===== src/rtl/hamming74_serial_rx.sv =====
// Serial Hamming(7,4) receiver: deserialises sync-delimited codewords, corrects single-bit errors,
// buffers decoded nibbles in a FIFO and keeps link error statistics. Optional SECDED: HAMMING74_RX_SECDED_EN.
module hamming74_serial_rx #(
  parameter int FIFO_DEPTH = 4,
  parameter int CNT_W      = 8
) (
  input  logic             clk,
  input  logic             rst,
  input  logic             bit_in,
  input  logic             bit_valid,
  input  logic             sync_in,
  output logic [3:0]       data_out,
  output logic [3:0]       raw_out,
  output logic             err_flag,
  output logic             dbl_err,
  output logic             data_valid,
  input  logic             data_ready,
  output logic [CNT_W-1:0] err_count,
  output logic             overflow,
  output logic             frame_err,
  input  logic             clr_stats,
  output logic             busy
);

`ifdef HAMMING74_RX_SECDED_EN
  localparam int FW = 8;
`else
  localparam int FW = 7;
`endif
  localparam int AW = $clog2(FIFO_DEPTH);
  localparam int EW = 10;

  typedef enum logic [1:0] {IDLE, SHIFT, DECODE} state_t;

  state_t              state_q;
  logic [FW-1:0]       sr_q;
  logic [3:0]          cnt_q;
  logic                frame_err_q;
  logic [CNT_W-1:0]    err_cnt_q;
  logic                ovf_q;
  logic [EW-1:0]       mem_q [FIFO_DEPTH];
  logic [AW:0]         wr_ptr_q;
  logic [AW:0]         rd_ptr_q;

  logic [6:0]          cw;
  logic [2:0]          syn;
  logic [3:0]          raw_d;
  logic [3:0]          fix_d;
  logic [3:0]          dec_d;
  logic                err_d;
  logic                dbl_d;
  logic [EW-1:0]       entry_d;
  logic [EW-1:0]       head;
  logic                empty;
  logic                full;
  logic                push;
  logic                pop;
  logic                wr_en;

  // The seven Hamming bits sit at the top of the shift register; c7 (if any) is the last bit in.
  always_comb begin
    cw     = sr_q[FW-1 -: 7];
    syn[0] = cw[0] ^ cw[6] ^ cw[4] ^ cw[2];
    syn[1] = cw[1] ^ cw[6] ^ cw[5] ^ cw[2];
    syn[2] = cw[3] ^ cw[6] ^ cw[5] ^ cw[4];
    raw_d  = {cw[6], cw[5], cw[4], cw[2]};
    case (syn)
      3'b011:  fix_d = 4'b0001;
      3'b101:  fix_d = 4'b0010;
      3'b110:  fix_d = 4'b0100;
      3'b111:  fix_d = 4'b1000;
      default: fix_d = 4'b0000;
    endcase
`ifdef HAMMING74_RX_SECDED_EN
    dbl_d = (syn != 3'b000) && !(^sr_q);
    dec_d = dbl_d ? raw_d : (raw_d ^ fix_d);
    err_d = (syn != 3'b000) || (^sr_q);
`else
    dbl_d = 1'b0;
    dec_d = raw_d ^ fix_d;
    err_d = (syn != 3'b000);
`endif
    entry_d = {dec_d, raw_d, err_d, dbl_d};
  end

  always_ff @(posedge clk or posedge rst) begin
    if (rst) begin
      state_q     <= IDLE;
      sr_q        <= '0;
      cnt_q       <= '0;
      frame_err_q <= 1'b0;
    end else begin
      frame_err_q <= 1'b0;
      case (state_q)
        IDLE, DECODE: begin
          if (bit_valid && sync_in) begin
            sr_q    <= {{(FW-1){1'b0}}, bit_in};
            cnt_q   <= 4'd1;
            state_q <= SHIFT;
          end else begin
            state_q <= IDLE;
          end
        end
        SHIFT: begin
          if (bit_valid) begin
            if (sync_in) begin
              // A new marker mid-frame abandons the partial word and restarts on this bit.
              frame_err_q <= 1'b1;
              sr_q        <= {{(FW-1){1'b0}}, bit_in};
              cnt_q       <= 4'd1;
            end else begin
              sr_q  <= {sr_q[FW-2:0], bit_in};
              cnt_q <= cnt_q + 4'd1;
              if (cnt_q == 4'(FW-1)) state_q <= DECODE;
            end
          end
        end
        default: state_q <= IDLE;
      endcase
    end
  end

  assign empty = (wr_ptr_q == rd_ptr_q);
  assign full  = (wr_ptr_q[AW] != rd_ptr_q[AW]) && (wr_ptr_q[AW-1:0] == rd_ptr_q[AW-1:0]);
  assign push  = (state_q == DECODE);
  assign pop   = !empty && data_ready;
  // When full, a push only lands if the head leaves in the same cycle.
  assign wr_en = push && (!full || pop);

  always_ff @(posedge clk or posedge rst) begin
    if (rst) begin
      wr_ptr_q <= '0;
      rd_ptr_q <= '0;
      for (int i = 0; i < FIFO_DEPTH; i++) mem_q[i] <= '0;
    end else begin
      if (wr_en) begin
        mem_q[wr_ptr_q[AW-1:0]] <= entry_d;
        wr_ptr_q                <= wr_ptr_q + 1'b1;
      end
      if (pop) rd_ptr_q <= rd_ptr_q + 1'b1;
    end
  end

  always_ff @(posedge clk or posedge rst) begin
    if (rst) begin
      err_cnt_q <= '0;
      ovf_q     <= 1'b0;
    end else if (clr_stats) begin
      err_cnt_q <= '0;
      ovf_q     <= 1'b0;
    end else begin
      if (push && (syn != 3'b000) && (err_cnt_q != {CNT_W{1'b1}})) err_cnt_q <= err_cnt_q + 1'b1;
      if (push && full && !pop) ovf_q <= 1'b1;
    end
  end

  assign head       = empty ? '0 : mem_q[rd_ptr_q[AW-1:0]];
  assign data_out   = head[9:6];
  assign raw_out    = head[5:2];
  assign err_flag   = head[1];
`ifdef HAMMING74_RX_SECDED_EN
  assign dbl_err    = head[0];
`else
  assign dbl_err    = 1'b0 & head[0];
`endif
  assign data_valid = !empty;
  assign err_count  = err_cnt_q;
  assign overflow   = ovf_q;
  assign frame_err  = frame_err_q;
  assign busy       = (state_q != IDLE);

endmodule


===== config.mk =====
export PLATFORM = sky130hd
export DESIGN_NAME = hamming74_serial_rx
export DESIGN_NICKNAME = d
export VERILOG_FILES = /design/src/rtl/hamming74_serial_rx.sv
export SDC_FILE = /design/constraint.sdc
export NUM_CORES = 1
export LEC_CHECK = 0
export ABC_AREA = 1
export CAP_MARGIN = 10
export CELL_PAD_IN_SITES_DETAIL_PLACEMENT = 0
export CELL_PAD_IN_SITES_GLOBAL_PLACEMENT = 1
export CORE_MARGIN = 5
export CORE_UTILIZATION = 27
export CTS_BUF_LIST = sky130_fd_sc_hd__clkbuf_4
export DETAILED_ROUTE_END_ITERATION = 7
export PLACE_DENSITY_LB_ADDON = 0.3
export SYNTH_ARGS = -nofsm -noshare
export SYNTH_HDL_FRONTEND = slang
export SYNTH_SLANG_ARGS = --single-unit
export TNS_END_PERCENT = 5

===== constraint.sdc =====
create_clock -name clk -period 5.8 [get_ports clk]
set_clock_uncertainty 0.05 [all_clocks]
set_input_delay 1.16 -clock clk [delete_from_list [all_inputs] [get_ports clk]]
set_output_delay 1.16 -clock clk [all_outputs]
set_load 0.02 [all_outputs]

==> results.md <==
* Placed inst area at ~3800 um2
* Crit path cell chain: clkinv_1 > a21oi_1 > o21ai_0 > nand2_1 > nand2_1 > inv_1 > clkdlybuf4s50_1
* Final setup fails at 0
* First-pass GRT wire length at ~14 mm
* DR vias at ~2,800
* Post-synthesis cell count at around 430
* Yosys warning count at 0
* Power density cells at about 370 nW/um2
* Count of distinct cell types in the synthesized netlist at 28
* Row cnt at slightly above 40
* ANT cells at 0
* Post-CTS sizing at 0
* Slew Viols, Final at 0
* Final critical-path required period at 4.20 ns
* Iter 0 DRT Violations at around 210
* Hold crit path type: reg -> reg
* Max Clk Rate at 238 MHz
* Chip width at approximately 120 um
* Slew margin rel. at 55.2%
* Setup crit start kind: register
* Fin Setup TNS at 0 ns
* Mapped Area at 3400 um2
* Largest net degree at the start of global routing at 48
* Worst-Margin Slew at between 0.6 and 0.7 ns
* GPL Wtd Cong at 0.763
* Final non-filler cell area at between 3000 and 4000 um2
* Most frequent cells in the layout: nand2_1, dfrtp_1, o21ai_0, nor2_1, inv_1
* Leak at 0.00201 uW
* Setup bufs post-CTS at 0
* Clock Latency Late Sink at 0.43 ns
* Initial antenna violation count at 0
* Boundary pin count at 29
* Slowest stage delay, CP at between 0.7 and 0.8 ns
* Vias in the first global route at around 2,700
* IO Port Bufs at 27
* Htree depth at 3
* Die ar. at roughly 15,000 um2
* Crit path max fanout at 21
* Clock tree from TritonCTS: yes
* Area grow syn2layout at 15.9%
* Initial Utilization at a little over a quarter
* Via density at ~4.5
* Worst Setup End Kind: output pin
* Post-DP HPWL at a little under 6 mm
* Worst path bufs/invs at 3
* CTS Buffer Depth at 2
* RSZ-0062 raised after global routing: false
* Detailed Routing Iterations Pass 1 at 4
* Clock sink count at 65
* CTS clk-pin slew, worst paths at approximately 0.11 ns
* Most common cell after layout, fill and taps aside: nand2_1
* Syn Nets at approximately 450
* TritonCTS buffer count at 9
* Vert. Die Dim at 122 um
* Post-synthesis register bit count at between 60 and 70
* Final Hold Viols at 0
* Drt wl/cell at approximately 13 um
* Cts hold-fix bufs at 0
* Nets at approximately 470
* Total grt overflow at 0
* Worst Path Required at between 4 and 5 ns
* Root Buffer: clkbuf_4
* Tot GR Track Use at 12.4%
* Final wirelength at roughly 8.5 mm
* CP delay by family, top: buffers and inverters
* Routed Antenna Nets at 0
* Post-Syn Area per Cell at slightly below 8 um2
* Sequential fraction of the synthesis area at 47.8%
* Layout cells sized above 1 at about 7.2%
* Critical Path AT at 2.99 ns
* VDD IR max at slightly below 100 uV
* Classification of the worst setup path: reg -> out
* Most frequent CP cell: nand2_1
* DRC at 0
* Max Cap Viol at 0
* Final period util at around 72%
* Core Region at around 12,000 um2
* Crit-path slowest cell: dfrtp_1
* Status: finished, final reports clean
## Yosys cell counts
cell / instances / area (um2)
a21oi_1: 6 / 30.0
a31oi_4: 1 / 21.3
buf_2: 7 / 35.0
buf_4: 1 / 7.51
buf_6: 1 / 11.3
clkbuf_1: 4 / 15.0
clkinv_1: 2 / 7.51
conb_1: 1 / 3.75
dfrtp_1: 65 / 1630
ha_1: 8 / 100
inv_1: 37 / 139
inv_2: 5 / 18.8
nand2_1: 129 / 484
nand2_2: 7 / 43.8
nand2_4: 2 / 22.5
nand3_1: 32 / 160
nand3_2: 3 / 30.0
nand4_1: 11 / 68.8
nor2_1: 36 / 135
nor2_2: 1 / 6.26
nor2_4: 1 / 11.3
o21a_1: 1 / 7.51
o21ai_0: 37 / 185
o21ai_1: 6 / 30.0
o22ai_1: 13 / 81.3
o41ai_1: 1 / 8.76
xnor2_1: 4 / 35.0
xor2_1: 9 / 78.8
## worst paths after layout
kind	start	to	slack [ns]	depth (start not counted)
max reg2reg	rd_ptr_q[0]	mem_q[19]	3.49	7
max in group asynchronous	rst	err_count[7]	3.75	3
min in group asynchronous	rst	err_count[5]	0.98	2
max	rd_ptr_q[0]	err_flag	1.60	7
min	mem_q[23]	mem_q[23]	0.44	2
min reg2reg	mem_q[23]	mem_q[23]	0.44	2
## registers in the layout (all words and copies together), names as in the netlist
name / count
frame_err: 1
mem_q: 36
cw: 7
wr_ptr_q: 3
rd_ptr_q: 3
err_count: 8
state_q: 2
cnt_q: 4
overflow: 1
## worst min-delay path: stages, from the launching register on
cell and delay (ns):
dfrtp_1 0.36, nand2_1 0.05, o21ai_0 0.06
## area by class of cell
cell class | count | area [um2]
Fill cell | 1364 | 8520
Sequential cell | 65 | 1630
Multi-Input combinational cell | 309 | 1540
Timing Repair Buffer | 28 | 278
Tap cell | 172 | 215
Inverter | 44 | 165
Clock buffer | 9 | 67.6
Clock inverter | 6 | 50.0
## report_power, final
group	leakage, uW	internal (uW)	switching (uW)	total [uW]
clock	0.0000657	123	168	291
combinational	0.00108	227	382	609
sequential	0.000867	488	58.8	547
total	0.00201	838	609	1450
## cell families after synthesis
| group | after synthesis | share of synthesized area, % |
|---|---|---|
| compound gates | 65 | 10.7 |
| xor+xnor | 13 | 3.34 |
| flops | 65 | 47.8 |
| buf+inv | 57 | 6.87 |
| simple gates | 222 | 28.3 |
| other cells | 1 | 0.110 |
| fa+ha+maj | 8 | 2.94 |
## per-stage QoR
step / total power (uW) / instances / util (%) / hold WS (ns) / setup slack (ns)
after floorplan: 984 / 431 / - / 0.394 / 2.96
after global placement: 1170 / 618 / 30.7 / 0.413 / 2.09
after detailed placement: 1170 / 618 / 30.7 / 0.416 / 2.04
after CTS: 1470 / 633 / 31.7 / 0.441 / 1.52
after global routing: 1570 / 633 / 31.7 / 0.456 / 1.21
final: 1450 / 633 / 31.7 / 0.443 / 1.60
## layer usage
metal	GRT usage, %	vias to the layer above	part of all wire [%]
met3	2.90	9	3.1
met4	5.74	0	1.7
li1	-	1445	-
met1	17.0	1341	48
met2	18.6	37	47
met5	0	-	0
No activity file was read; power rests on OpenSTA's default activity.
